<file path="config.mk">
export PLATFORM = sky130hd
export DESIGN_NAME = cpu_sequencer_flat
export DESIGN_NICKNAME = d
export VERILOG_FILES = /design/src/rtl/cpu_sequencer_pkg.sv /design/src/rtl/cpu_sequencer_if.sv /design/src/rtl/cpu_sequencer_op_class_decode.sv /design/src/rtl/cpu_sequencer.sv /design/src/flat_wrapper.sv
export SDC_FILE = /design/constraint.sdc
export NUM_CORES = 1
export LEC_CHECK = 0
export ABC_CLOCK_PERIOD_IN_PS = 1510
export CORE_MARGIN = 2
export CORE_UTILIZATION = 45
export DETAILED_ROUTE_END_ITERATION = 16
export DONT_BUFFER_PORTS = 1
export PLACE_DENSITY = 0.65
export SETUP_SLACK_MARGIN = 0.2
export SLEW_MARGIN = 10
export SYNTH_ARGS = -nofsm -noshare
export SYNTH_HDL_FRONTEND = slang
export SYNTH_SLANG_ARGS = --single-unit
export TNS_END_PERCENT = 30
</file>
<file path="constraint.sdc">
create_clock -name clk -period 1.51 [get_ports clk]
set_input_delay 0 -clock clk [delete_from_list [all_inputs] [get_ports clk]]
set_output_delay 0 -clock clk [all_outputs]
set_load 0.02 [all_outputs]
</file>
<file path="src/rtl/cpu_sequencer_pkg.sv">
// Shared definitions for the CPU control path: widths, opcode map, sequencer
// state encodings and the opcode-class record produced by the decoder.
package cpu_sequencer_pkg;

  localparam int INSTW = 49;
  localparam int OPW   = 5;
  localparam int ADDRW = 6;

  localparam logic [OPW-1:0] OP_ALU_MAX = 5'h0F;
  localparam logic [OPW-1:0] OP_BZ      = 5'h10;
  localparam logic [OPW-1:0] OP_BNZ     = 5'h11;
  localparam logic [OPW-1:0] OP_BRA     = 5'h12;
  localparam logic [OPW-1:0] OP_STORE   = 5'h13;
  localparam logic [OPW-1:0] OP_HALT    = 5'h1F;

  typedef enum logic [2:0] {
    S_IDLE   = 3'd0,
    S_FETCH  = 3'd1,
    S_DECODE = 3'd2,
    S_EXEC   = 3'd3,
    S_UPDATE = 3'd4,
    S_HALT   = 3'd5
  } state_t;

  typedef struct packed {
    logic is_alu;
    logic is_bz;
    logic is_bnz;
    logic is_bra;
    logic is_store;
    logic is_halt;
  } op_class_t;

  function automatic logic [OPW-1:0] opcode_of(input logic [INSTW-1:0] instr);
    return instr[INSTW-1 -: OPW];
  endfunction

endpackage

</file>
<file path="src/rtl/cpu_sequencer_if.sv">
// Handshake bundle between the sequencer (slave) and the surrounding
// datapath / instruction memory (master).
interface cpu_sequencer_if;
  import cpu_sequencer_pkg::*;

  logic             run;
  logic             imem_ready;
  logic [INSTW-1:0] instr;
  logic             z_flag;
  logic             ir_load;
  logic             alu_en;
  logic             z_load;
  logic             rf_we;
  logic             mem_we;
  logic             pc_load;
  logic             pc_src;
  logic [ADDRW-1:0] pc_target;
  logic             halted;
  logic [2:0]       state_dbg;

  modport master (
    output run, imem_ready, instr, z_flag,
    input  ir_load, alu_en, z_load, rf_we, mem_we, pc_load, pc_src,
           pc_target, halted, state_dbg
  );

  modport slave (
    input  run, imem_ready, instr, z_flag,
    output ir_load, alu_en, z_load, rf_we, mem_we, pc_load, pc_src,
           pc_target, halted, state_dbg
  );

endinterface

</file>
<file path="src/rtl/cpu_sequencer_op_class_decode.sv">
// Combinational opcode classifier; anything not explicitly mapped is a NOP
// (all class bits low).
module cpu_sequencer_op_class_decode
  import cpu_sequencer_pkg::*;
(
  input  logic [OPW-1:0] opcode_i,
  output op_class_t      cls_o
);

  always_comb begin
    cls_o = '0;
    if (opcode_i <= OP_ALU_MAX) begin
      cls_o.is_alu = 1'b1;
    end else begin
      case (opcode_i)
        OP_BZ:    cls_o.is_bz    = 1'b1;
        OP_BNZ:   cls_o.is_bnz   = 1'b1;
        OP_BRA:   cls_o.is_bra   = 1'b1;
        OP_STORE: cls_o.is_store = 1'b1;
        OP_HALT:  cls_o.is_halt  = 1'b1;
        default:  cls_o = '0;
      endcase
    end
  end

endmodule

</file>
<file path="src/rtl/cpu_sequencer.sv">
// FETCH/DECODE/EXEC/UPDATE control FSM. Opcode class, branch target and Z are
// captured in DECODE so later phases decode only registered state.
module cpu_sequencer
  import cpu_sequencer_pkg::*;
(
  input  logic          clk,
  input  logic          rst,
  cpu_sequencer_if.slave bus
);

  state_t           state_q, state_d;
  logic             z_hold_q;
  op_class_t        cls_q;
  logic [ADDRW-1:0] target_q;

  op_class_t        dec_cls;
  logic [OPW-1:0]   opcode;
  logic             unused_instr_bits;

  assign opcode            = opcode_of(bus.instr);
  assign unused_instr_bits = ^bus.instr[INSTW-OPW-1:ADDRW];

  cpu_sequencer_op_class_decode u_decode (
    .opcode_i (opcode),
    .cls_o    (dec_cls)
  );

  always_ff @(posedge clk or posedge rst) begin
    if (rst) begin
      state_q  <= S_IDLE;
      z_hold_q <= 1'b0;
      cls_q    <= '0;
      target_q <= '0;
    end else begin
      state_q <= state_d;
      // Z sampled here still belongs to the previous instruction.
      if (state_q == S_DECODE) begin
        z_hold_q <= bus.z_flag;
        cls_q    <= dec_cls;
        target_q <= bus.instr[ADDRW-1:0];
      end
    end
  end

  always_comb begin
    state_d = state_q;
    case (state_q)
      S_IDLE:   if (bus.run) state_d = S_FETCH;
      S_FETCH:  if (bus.imem_ready) state_d = S_DECODE;
      S_DECODE: state_d = dec_cls.is_halt ? S_HALT : S_EXEC;
      S_EXEC:   state_d = S_UPDATE;
      S_UPDATE: state_d = bus.run ? S_FETCH : S_IDLE;
      S_HALT:   state_d = S_HALT;
      default:  state_d = S_IDLE;
    endcase
  end

  always_comb begin
    bus.ir_load = 1'b0;
    bus.alu_en  = 1'b0;
    bus.z_load  = 1'b0;
    bus.mem_we  = 1'b0;
    bus.pc_load = 1'b0;
    bus.rf_we   = 1'b0;
    bus.pc_src  = 1'b0;
    bus.halted  = 1'b0;
    case (state_q)
      // IR load is qualified by imem_ready so a zero-wait fetch costs one cycle.
      S_FETCH:  bus.ir_load = bus.imem_ready;
      S_EXEC: begin
        bus.alu_en = cls_q.is_alu;
        bus.z_load = cls_q.is_alu;
        bus.mem_we = cls_q.is_store;
      end
      S_UPDATE: begin
        bus.pc_load = 1'b1;
        bus.rf_we   = cls_q.is_alu;
        bus.pc_src  = cls_q.is_bra
                    | (cls_q.is_bz  &  z_hold_q)
                    | (cls_q.is_bnz & ~z_hold_q);
      end
      S_HALT:   bus.halted = 1'b1;
      default:  ;
    endcase
  end

  assign bus.pc_target = target_q;
  assign bus.state_dbg = state_q;

endmodule

</file>
<file path="src/flat_wrapper.sv">
// flat-port wrapper written by rule: the top's interface ports become plain ports
module cpu_sequencer_flat import cpu_sequencer_pkg::*;
  (clk, rst, bus_run, bus_imem_ready, bus_instr, bus_z_flag, bus_ir_load, bus_alu_en, bus_z_load, bus_rf_we, bus_mem_we, bus_pc_load, bus_pc_src, bus_pc_target, bus_halted, bus_state_dbg);
  cpu_sequencer_if bus_i ();
  input  logic clk;
  input  logic rst;
  input wire logic [$bits(bus_i.run)-1:0] bus_run;
  input wire logic [$bits(bus_i.imem_ready)-1:0] bus_imem_ready;
  input wire logic [$bits(bus_i.instr)-1:0] bus_instr;
  input wire logic [$bits(bus_i.z_flag)-1:0] bus_z_flag;
  output wire logic [$bits(bus_i.ir_load)-1:0] bus_ir_load;
  output wire logic [$bits(bus_i.alu_en)-1:0] bus_alu_en;
  output wire logic [$bits(bus_i.z_load)-1:0] bus_z_load;
  output wire logic [$bits(bus_i.rf_we)-1:0] bus_rf_we;
  output wire logic [$bits(bus_i.mem_we)-1:0] bus_mem_we;
  output wire logic [$bits(bus_i.pc_load)-1:0] bus_pc_load;
  output wire logic [$bits(bus_i.pc_src)-1:0] bus_pc_src;
  output wire logic [$bits(bus_i.pc_target)-1:0] bus_pc_target;
  output wire logic [$bits(bus_i.halted)-1:0] bus_halted;
  output wire logic [$bits(bus_i.state_dbg)-1:0] bus_state_dbg;
  assign bus_i.run = bus_run;
  assign bus_i.imem_ready = bus_imem_ready;
  assign bus_i.instr = bus_instr;
  assign bus_i.z_flag = bus_z_flag;
  assign bus_ir_load = bus_i.ir_load;
  assign bus_alu_en = bus_i.alu_en;
  assign bus_z_load = bus_i.z_load;
  assign bus_rf_we = bus_i.rf_we;
  assign bus_mem_we = bus_i.mem_we;
  assign bus_pc_load = bus_i.pc_load;
  assign bus_pc_src = bus_i.pc_src;
  assign bus_pc_target = bus_i.pc_target;
  assign bus_halted = bus_i.halted;
  assign bus_state_dbg = bus_i.state_dbg;
  cpu_sequencer u_core (.clk(clk), .rst(rst), .bus(bus_i));
endmodule
</file>
### Yosys cells after proc, flatten, opt, wreduce, memory -nomap -nowiden

Index checks and enable logic that the tools add are counted.
W data, S select, Z words.

| cells by class | value |
|---|---|
| $mul | 0 |
| shift operators | 0 |
| eq/ne operators | 12 |
| muxes and demuxes | 19 |
| order comparisons | 1 |
| bitwise logic cells | 5 |
| $add $sub $neg | 0 |
| div/mod/pow operators | 0 |
| reductions and logical operators | 2 |

Operators by type and width:

| kind | count |
|---|---|
| $eq A5 B5 Y1 const B | 5 |
| $pmux W3 S6 | 1 |
| $mux W1 | 14 |
| $mux W3 | 3 |
| $eq A3 B2 Y1 const B | 2 |
| $eq A3 B3 Y1 const B | 2 |
| $le A5 B4 Y1 const B | 1 |
| $mux W5 | 1 |
| $ne A2 B2 Y1 const B | 2 |
| $eq A3 B1 Y1 const B | 1 |
| $logic_not A3 Y1 | 1 |
| $and A1 B1 Y1 | 2 |
| $or A1 B1 Y1 | 2 |
| $reduce_and A2 Y1 | 1 |
| $not A1 Y1 | 1 |

| word-level totals | value |
|---|---|
| RAM bits | 0 |
| output and inout bits | 17 |
| input bits | 54 |
| logic and storage cells | 47 |
| bits in read-only memories | 0 |
| register bits after elaboration | 15 |
| bits in latches | 0 |
| memories kept | 0 |

### Logic depth before layout (Yosys ltp)

Gate-level depths: netlist of the first run.

| logic depth | value |
|---|---|
| word-level depth | 5 |
| mapped depth | 6 |
| mapped depth without buffers | 3 |

### Modules after synthesis

A second synthesis of the first run with hierarchy kept.

| second synthesis, totals | value |
|---|---|
| cell total of the unflattened synthesis | 59 |
| area, all modules | 762.0 µm² |

By module, submodules not included:

| module | sequential area each (µm²) | cells each | times used | area each (µm²) |
|---|---|---|---|---|
| cpu_sequencer | 375.4 | 50 | 1 | 703.2 |
| cpu_sequencer_op_class_decode | 0.0 | 9 | 1 | 58.8 |

### Worst setup path before layout of the first run

No wires, ideal clock.

| path | value |
|---|---|
| path type | register -> register |
| start point | reg u_core.state_q[0], in the netlist u_core.bus.state_dbg[0] |
| end point | reg u_core.cls_q[2] (netlist bit) |
| buffers on the path | 3 |
| required time | 1.388 ns |
| data arrival time | 1.504 ns |
| path slack | -0.116 ns |
| stages on the path, launching flop included | 6 |
| library setup time | 0.122 ns |
| period minus slack after synthesis | 1.626 ns |
| path through | dfrtp_1 > buf_2 > or3b_1 > buf_2 > clkbuf_1 > a32o_1 |

| on the way | value |
|---|---|
| word-level cells in the longest chain between the ends | 1 |

Ends and longest elaborated chain:

| what | RTL line | source |
|---|---|---|
| from (decl) | cpu_sequencer.sv:11 | `state_t state_q, state_d;` |
| from (signal assigned) | cpu_sequencer.sv:35 | `state_q <= state_d;` |
| $eq A3 B2 Y1 | cpu_sequencer.sv:37 | `if (state_q == S_DECODE) begin` |
| to (signal assigned) | cpu_sequencer.sv:39 | `cls_q <= dec_cls;` |
| to (decl) | cpu_sequencer.sv:13 | `op_class_t cls_q;` |

Every way passes these cells.
A chain may end at the register's enable or synchronous reset.

### Worst setup path after layout of the first run

| path | value |
|---|---|
| start point | reg u_core.state_q[0], in the netlist u_core.bus.state_dbg[0] |
| end point | reg u_core.cls_q[3] (netlist bit) |

The elaborated chain is that of the path after synthesis.

==> results of run 1 <==
[sequential cells by signal, summed over array words and instances (netlist names)]
| signal | cells |
|---|---|
| u_core.cls_q | 5 |
| u_core.z_hold_q | 1 |
| u_core.bus.state_dbg | 3 |
| u_core.bus.pc_target | 6 |
[power by group through the flow]
stage / sequential (mW) / combinational (mW) / clock (mW)
2_1_floorplan: 0.814 / 0.421 / 0
3_3_place_gp: 0.753 / 0.611 / 0
3_5_place_dp: 0.757 / 0.622 / 0
4_1_cts: 0.749 / 0.689 / 0.239
5_1_grt: 0.776 / 0.808 / 0.252
6_report: 0.757 / 0.729 / 0.231
[per-stage QoR]
step	worst slack (ns)	instance area (um2)	TNS (ns)	util
4_1_cts	0.09333	953.4	0	0.6403
3_5_place_dp	0.1158	754.5	0	0.5067
5_1_grt	0.03624	987.2	0	0.6630
6_report	0.1035	987.2	0	0.6630
3_3_place_gp	0.1111	754.5	0	0.5067
2_1_floorplan	-0.07308	716.9	-0.3198	-
[synth_stat cells]
cell type	n
buf_2	2
a211o_1	1
buf_4	1
inv_1	3
and2_1	2
o21ai_1	2
nor3b_1	1
nand2_1	24
o21ai_0	2
and3_1	2
dfrtp_1	15
clkbuf_1	1
nand3b_1	1
mux2_2	1
nor4b_1	1
o21a_1	1
a32o_1	4
nor2_1	3
or3b_1	1
nor2b_1	1
nor3b_2	1
nor4b_4	1
nand3_1	1
[logic make-up after synthesis]
group / share of synthesized area
buf+inv: 0.04634
mux: 0.01604
compound gates: 0.1087
flops: 0.5348
simple gates: 0.2941
[area by class of cell]
| type | instances | area, um2 | share of cell area |
|---|---|---|---|
| clock inverter | 1 | 5.005 | 0.005070 |
| tap | 16 | 20.02 | 0.02028 |
| inverter | 3 | 11.26 | 0.01141 |
| clock buffer | 3 | 22.52 | 0.02281 |
| timing repair buffer | 24 | 226.5 | 0.2294 |
| sequential | 15 | 376.6 | 0.3815 |
| multi-input combinational | 50 | 325.3 | 0.3295 |
[routing by layer]
| layer | vias up | track usage | share of wire |
|---|---|---|---|
| met5 | - | 0 | 0 |
| met4 | 0 | 0.09091 | 0.014 |
| met3 | 4 | 0.05417 | 0.081 |
| met2 | 30 | 0.3015 | 0.50 |
| met1 | 285 | 0.2399 | 0.40 |
| li1 | 290 | - | - |
[what timing repair did]
action | 4_1_cts | 5_1_grt
hold endpoints to repair | 29 | 1
pin swaps | 1 | 3
cloned | 0 | 0
hold buffers | 15 | 2
gates resized for setup | 8 | 4
endpoints found under the setup margin | 11 | 21
[path summary, 6_finish.rpt]
check,startpoint,end,slack (ns)
min in group asynchronous,rst,u_core.bus.state_dbg[1]$_DFFE_PP0P_,0.19
hold reg to reg,u_core.z_hold_q$_DFFE_PP0N_,u_core.z_hold_q$_DFFE_PP0N_,0.50
setup / recovery,u_core.bus.state_dbg[0]$_DFFE_PP0P_,u_core.cls_q[3]$_DFFE_PP0N_,0.10
hold / removal,bus_instr[48],u_core.cls_q[1]$_DFFE_PP0N_,0.08
max in group asynchronous,rst,u_core.bus.state_dbg[0]$_DFFE_PP0P_,0.93
setup reg to reg,u_core.bus.state_dbg[0]$_DFFE_PP0P_,u_core.cls_q[3]$_DFFE_PP0N_,0.10
==> results_dict.tcl, run 1 <==
set metrics [dict create \
    status "complete, no violations" \
    area_growth_pct 40.64 \
    ant_nets 0 \
    die_x_um 43.50 \
    syn_inst 72 \
    relSlewSlack 0.6354 \
    htree_levels 1 \
    io_pins 71 \
    drt_iter0_drc 4 \
    p_total_mw 1.717 \
    dpl.hpwl_um 1027 \
    yosys.area.top_type_share 0.5348 \
    leakage_nw 0.4819 \
    setup_viol 0 \
    critical_path_class "flop to flop" \
    synth.largest_area_cell "dfrtp_1" \
    first_pass_iters 4 \
    clock-sinks 15 \
    p_comb_frac 0.425 \
    overflow 0 \
    nNetsFinal 151 \
    vias_per_cell 5.438 \
    slew_viol_final 0 \
    rows 14 \
    cp.depth 3 \
    finalClockSkew_ns 0.006508 \
    seq_area_frac_synth 0.5348 \
    synth_area_um2 701.9 \
    grt_max_degree 16 \
    cts_root_buf "clkbuf_4" \
    cts.clk_slew.worst_paths_ns 0.10 \
    p_switching_uw 741.0 \
    grt_pass1_wl_um 2601 \
    num_vias 609 \
    critPathBufInv 0 \
    antenna-diode-count 0 \
    place_inst 91 \
    synth_cell_type_count 23 \
    hp-class "primary input to flop" \
    start_util 0.4714 \
    avgSynthCellArea_um2 9.749 \
    crit_arrival_ns 1.63 \
    postCtsSetupRepairBufs 0 \
    ys_warn_count 0 \
    drive_above_1_share 0.2292 \
    pwr-share-seq 0.441 \
    critPathTopFamily "simple AND/OR/NAND/NOR gates" \
    drc 0 \
    finalWirelength_um 1622 \
    min_period_ns 1.406 \
    p_int_uw 975.9 \
    gr-usage-all-layers 0.1902 \
    ir_drop_v 0.001002 \
    io_buffers 0 \
    syn_nets 126 \
    layout.cells.non_filler 112 \
    wl_per_cell_um 14.48 \
    cts_tree "built" \
    cts_buffers 3 \
    ys_seq_elements 15 \
    worstPathCellList "or3b_4 -> nor4b_4 -> a32o_1" \
    swShare 0.4316 \
    timing.fmax_mhz 711.0 \
    reg2regPathDepth 3 \
    coreArea_um2 1489 \
    holdPathStages 2 \
    grt_pass1_vias 578 \
    tightestPinTransition_ns 0.5463 \
    worstPathRequired_ns 1.73 \
    final.period_utilization 0.9314 \
    place_congestion 0.7257 \
    synthTopCellsByArea "dfrtp_1, nand2_1, a32o_1" \
    fillers 126 \
    whs_ns 0.07599 \
    critPathSlowestCell "dfrtp_2" \
    clk_latency_ns 0.28 \
    antenna_found_initial 0 \
    drv_cap 0 \
    cpPeakStageDelay_ns 0.42 \
    power_density_nw_per_um2 1739 \
    pwr-share-clk 0.134 \
    crit_fanout 4 \
    mostFrequentLayoutCells "nand2_1, dlygate4sd3_1, dfrtp_1" \
    clockBufferDepth 2 \
    die_y_um 43.50 \
    cp-end-kind "flop" \
    worst_setup_path_start_kind "flop" \
    layout_commonest_cell "nand2_1" \
    rsz0062_at_grt "true" \
    die_area_um2 1892 \
    hold_violations 0 \
]
(Power assumes the default switching activity.)
==> run 2: changes to the inputs <==
==> constraint.sdc (replaced) <==
create_clock -name clk -period 1.51 [get_ports clk]
set_input_delay 0.151 -clock clk [delete_from_list [all_inputs] [get_ports clk]]
set_output_delay 0.151 -clock clk [all_outputs]
set_load 0.02 [all_outputs]
==> results_dict.tcl, run 2 (synthesized netlist as in run 1, its figures left out) <==
set metrics [dict create \
    critPathSlowestCell "dfrtp_2" \
    pre_cts_ws_ns 0.1049 \
    reg2regPathDepth 3 \
    cp-end-kind "output pin" \
    swShare 0.4309 \
    p_comb_frac 0.427 \
    overflow 0 \
    grt_max_degree 16 \
    postCtsSetupRepairBufs 0 \
    min_period_ns 1.492 \
    htree_levels 1 \
    hold_end "u_core.cls_q[1]$_DFFE_PP0N_" \
    tightestPinTransition_ns 0.5723 \
    drc 0 \
    clk_latency_ns 0.29 \
    rows 14 \
    setup_viol 0 \
    io_buffers 0 \
    cts_buffers 3 \
    crit_fanout 9 \
    grt_pass1_wl_um 2539 \
    post-route-util 0.6319 \
    worstPathCellList "buf_8 -> nor3b_4 -> o21a_2" \
    placed_cell_area_um2 775.7 \
    vias_per_cell 5.443 \
    p_int_uw 984.9 \
    io_pins 71 \
    final.setup.worst_slack_ns 0.01774 \
    mostFrequentLayoutCells "nand2_1, dfrtp_1, dlygate4sd3_1" \
    finalWirelength_um 1509 \
    drt_iter0_drc 3 \
    p_switching_uw 745.8 \
    ant_nets 0 \
    hp-class "primary input to flop" \
    cp.depth 3 \
    r2r_end "u_core.cls_q[4]$_DFFE_PP0N_" \
    layout_commonest_cell "nand2_1" \
    drv_cap 0 \
    die_y_um 43.50 \
    largest_register_ff_count 6 \
    crit_arrival_ns 1.34 \
    start_util 0.4714 \
    die_area_um2 1892 \
    critPathBufInv 1 \
    first_pass_iters 4 \
    hold_violations 0 \
    die_x_um 43.50 \
    antenna-diode-count 0 \
    critPathTopFamily "flip-flops" \
    fillers 125 \
    rsz0062_at_grt "true" \
    slew_viol_final 0 \
    pwr-share-clk 0.135 \
    coreArea_um2 1489 \
    critical_path_class "flop to output pin" \
    worstPathRequired_ns 1.36 \
    cts_tree "built" \
    cpPeakStageDelay_ns 0.43 \
    fin_area_um2 940.9 \
    cts.clk_slew.worst_paths_ns 0.10 \
    nNetsFinal 145 \
    timing.fmax_mhz 670.1 \
    leakage_nw 0.4589 \
    min_from "bus_instr[44]" \
    worst_setup_path_start_kind "flop" \
    status "complete, no violations" \
    regArea_um2 377.9 \
    cts_root_buf "clkbuf_4" \
    r2r_setup_slack_ns 0.11 \
    multiInputGateArea_um2 325.3 \
    area_growth_pct 34.05 \
    gr-usage-all-layers 0.1887 \
    pwr-share-seq 0.439 \
    finalClockSkew_ns 0.008806 \
    power_density_nw_per_um2 1839 \
    antenna_found_initial 0 \
    grt_pass1_vias 575 \
    drive_above_1_share 0.2667 \
    clock-sinks 15 \
    place_congestion 0.7165 \
    num_vias 577 \
    ir_drop_v 0.001163 \
    final.period_utilization 0.9883 \
    wl_per_cell_um 14.24 \
    clockBufferDepth 2 \
    holdPathStages 1 \
    relSlewSlack 0.6181 \
    worstReg2RegStart "u_core.bus.state_dbg[0]$_DFFE_PP0P_" \
    p_total_mw 1.731 \
    dpl.hpwl_um 1051 \
]
-- run 2: area by class of cell --
class                           count  area share
Sequential cell                    15      0.4016
Multi-Input combinational cell     50      0.3457
Timing Repair Buffer               18      0.1902
Clock buffer                        3     0.02394
Tap cell                           16     0.02128
Inverter                            3     0.01197
Clock inverter                      1    0.005319
-- run 2: stage by stage --
stage	hold slack [ns]	instances	TNS [ns]
floorplan	0.05234	72	-0.3062
global placement	0.1247	92	0
detailed placement	0.1264	92	0
CTS	0.01417	105	0
global route	0.006548	106	-0.1221
finish	0.02383	106	0
-- run 2: worst max path at each step --
stage,from,end,slack [ns]
6_report,u_core.bus.state_dbg[1]$_DFFE_PP0P_,bus_pc_src,0.02
2_1_floorplan,u_core.bus.state_dbg[0]$_DFFE_PP0P_,u_core.cls_q[1]$_DFFE_PP0N_,-0.08
5_1_grt,u_core.bus.state_dbg[1]$_DFFE_PP0P_,bus_pc_src,-0.04
4_1_cts,u_core.bus.state_dbg[1]$_DFFE_PP0P_,bus_alu_en,0.01
3_5_place_dp,u_core.bus.state_dbg[0]$_DFFE_PP0P_,u_core.cls_q[4]$_DFFE_PP0N_,0.10
3_3_place_gp,u_core.bus.state_dbg[2]$_DFFE_PP0P_,u_core.cls_q[2]$_DFFE_PP0N_,0.12
-- run 2: power groups by stage --
| stage | clock, mW | combinational, mW | sequential (mW) |
|---|---|---|---|
| after detailed placement | 0 | 0.655 | 0.761 |
| after global routing | 0.262 | 0.818 | 0.779 |
| after global placement | 0 | 0.644 | 0.753 |
| final | 0.233 | 0.738 | 0.759 |
| after CTS | 0.240 | 0.722 | 0.757 |
| after floorplan | 0 | 0.428 | 0.822 |
-- run 2: timing repair --
action / CTS / global route
resized for setup: 9 / 3
pin swaps: 1 / 0
setup endpoints to repair: 12 / 22
hold buffers: 9 / 1
endpoints found under the hold margin: 23 / 1
-- run 2: routing by layer --
metal / share of wire / vias up / track usage
li1: - / 280 / -
met1: 0.43 / 266 / 0.2160
met2: 0.46 / 26 / 0.2925
met3: 0.083 / 5 / 0.07083
met4: 0.026 / 0 / 0.1273
met5: 0 / - / 0
==> run 3: changes to the inputs <==
CTS_BUF_LIST = sky130_fd_sc_hd__clkbuf_16   (was not set)
==> results_dict.tcl, run 3 (synthesized netlist as in run 1, its figures left out) <==
set metrics [dict create \
    fin_area_um2 897.1 \
    hold_violations 0 \
    coreArea_um2 1489 \
    mostFrequentLayoutCells "nand2_1, dfrtp_1, buf_4" \
    p_total_mw 1.982 \
    finalWirelength_um 1451 \
    cpPeakStageDelay_ns 0.41 \
    leakage_nw 0.4468 \
    grt_pass1_vias 544 \
    pwr-share-seq 0.385 \
    clk_latency_ns 0.24 \
    cp-end-kind "output pin" \
    worstPathCellList "buf_8 -> nor2b_4 -> and3_1 -> buf_6" \
    drt_iter0_drc 10 \
    crit_fanout 9 \
    min_from "bus_instr[48]" \
    status "complete, no violations" \
    pwr-share-clk 0.255 \
    clockBufferDepth 2 \
    cts_tree "built" \
    fillers 130 \
    cts.clk_slew.worst_paths_ns 0.05 \
    p_int_mw 1.227 \
    reg2regPathDepth 3 \
    post-route-util 0.6025 \
    place_congestion 0.7165 \
    placed_cell_area_um2 775.7 \
    hp-class "primary input to flop" \
    die_area_um2 1892 \
    critical_path_class "flop to output pin" \
    slew_viol_final 0 \
    ant_nets 0 \
    power_density_nw_per_um2 2209 \
    drive_above_1_share 0.2963 \
    antenna_found_initial 0 \
    antenna-diode-count 0 \
    htree_levels 1 \
    timing.fmax_mhz 699.8 \
    worst_setup_path_start_kind "flop" \
    crit_arrival_ns 1.28 \
    io_buffers 0 \
    tightestPinTransition_ns 0.5794 \
    critPathSlowestCell "dfrtp_2" \
    first_pass_iters 4 \
    worstReg2RegStart "u_core.bus.state_dbg[0]$_DFFE_PP0P_" \
    overflow 0 \
    vias_per_cell 5.546 \
    largest_register_ff_count 6 \
    cts_root_buf "clkbuf_16" \
    finalClockSkew_ns 0.001901 \
    io_pins 71 \
    num_vias 538 \
    wl_per_cell_um 14.96 \
    relSlewSlack 0.6133 \
    fin_tns_setup_ns 0 \
    final.period_utilization 0.9463 \
    clock-sinks 15 \
    grt_max_degree 16 \
    gr-usage-all-layers 0.1800 \
    hold_end "u_core.cls_q[5]$_DFFE_PP0N_" \
    pre_cts_ws_ns 0.1049 \
    r2r_setup_slack_ns 0.13 \
    area_growth_pct 27.81 \
    final.setup.worst_slack_ns 0.08104 \
    nNetsFinal 136 \
    regArea_um2 377.9 \
    p_switching_uw 754.1 \
    ir_drop_v 0.001263 \
    worstPathRequired_ns 1.36 \
    swShare 0.3806 \
    drv_cap 0 \
    setup_viol 0 \
    rsz0062_at_grt "true" \
    start_util 0.4714 \
    rows 14 \
    die_y_um 43.50 \
    holdPathStages 1 \
    dpl.hpwl_um 1051 \
    drc 0 \
    cts_buffers 3 \
    multiInputGateArea_um2 322.8 \
    layout_commonest_cell "nand2_1" \
    die_x_um 43.50 \
    min_period_ns 1.429 \
    grt_pass1_wl_um 2421 \
    r2r_end "u_core.cls_q[4]$_DFFE_PP0N_" \
    postCtsSetupRepairBufs 0 \
    p_comb_frac 0.360 \
]
-- run 3: changes by cell type in the layout (fill, tap and decap cells not counted), sizes merged --
cell / delta
dlygate4sd3: -9
-- run 3: worst max path at each step --
stage | depth (start not counted) | slack, ns | to | startpoint
2_1_floorplan | 5 | -0.08 | u_core.cls_q[1]$_DFFE_PP0N_ | u_core.bus.state_dbg[0]$_DFFE_PP0P_
3_3_place_gp | 3 | 0.12 | u_core.cls_q[2]$_DFFE_PP0N_ | u_core.bus.state_dbg[2]$_DFFE_PP0P_
3_5_place_dp | 3 | 0.10 | u_core.cls_q[4]$_DFFE_PP0N_ | u_core.bus.state_dbg[0]$_DFFE_PP0P_
4_1_cts | 4 | 0.08 | bus_alu_en | u_core.bus.state_dbg[1]$_DFFE_PP0P_
5_1_grt | 4 | 0.04 | bus_alu_en | u_core.bus.state_dbg[1]$_DFFE_PP0P_
6_report | 4 | 0.08 | bus_alu_en | u_core.bus.state_dbg[1]$_DFFE_PP0P_
-- run 3: area by class of cell --
type / count / area share
Sequential cell: 15 / 0.4212
Multi-Input combinational cell: 50 / 0.3598
Timing Repair Buffer: 9 / 0.09484
Clock buffer: 3 / 0.08368
Tap cell: 16 / 0.02232
Inverter: 3 / 0.01255
Clock inverter: 1 / 0.005579
-- run 3: power by group through the flow --
stage               Sequential (mW)  Clock [mW]  Combinational (mW)
finish                        0.762       0.505               0.714
global route                  0.782       0.546               0.795
CTS                           0.760       0.517               0.707
detailed placement            0.761           0               0.655
global placement              0.753           0               0.644
floorplan                     0.822           0               0.428
-- run 3: critical path: cells and delay by family, from the launching register on --
kind | cells | cell delay (ns)
buf+inv | 2 | 0.29
flops | 1 | 0.41
simple gates | 2 | 0.32
-- run 3: what timing repair did --
item | CTS | global route
gates resized for setup | 9 | 2
hold buffers | 1 | 0
pin swaps | 1 | 0
setup endpoints to repair | 11 | 22
hold endpoints to repair | 15 | 0
-- run 3: per-stage QoR --
stage          instances  hold WS (ns)
2_1_floorplan         72       0.05234
3_3_place_gp          92        0.1247
3_5_place_dp          92        0.1264
4_1_cts               97      0.007165
5_1_grt               97      0.002589
6_report              97      0.006579
-- run 3: layer usage --
layer  vias up  share of wire  track usage
met4         0          0.019       0.1091
met1       245           0.42       0.2187
li1        263              -            -
met2        26           0.47       0.2776
met3         4          0.094      0.05833
met5         -              0            0
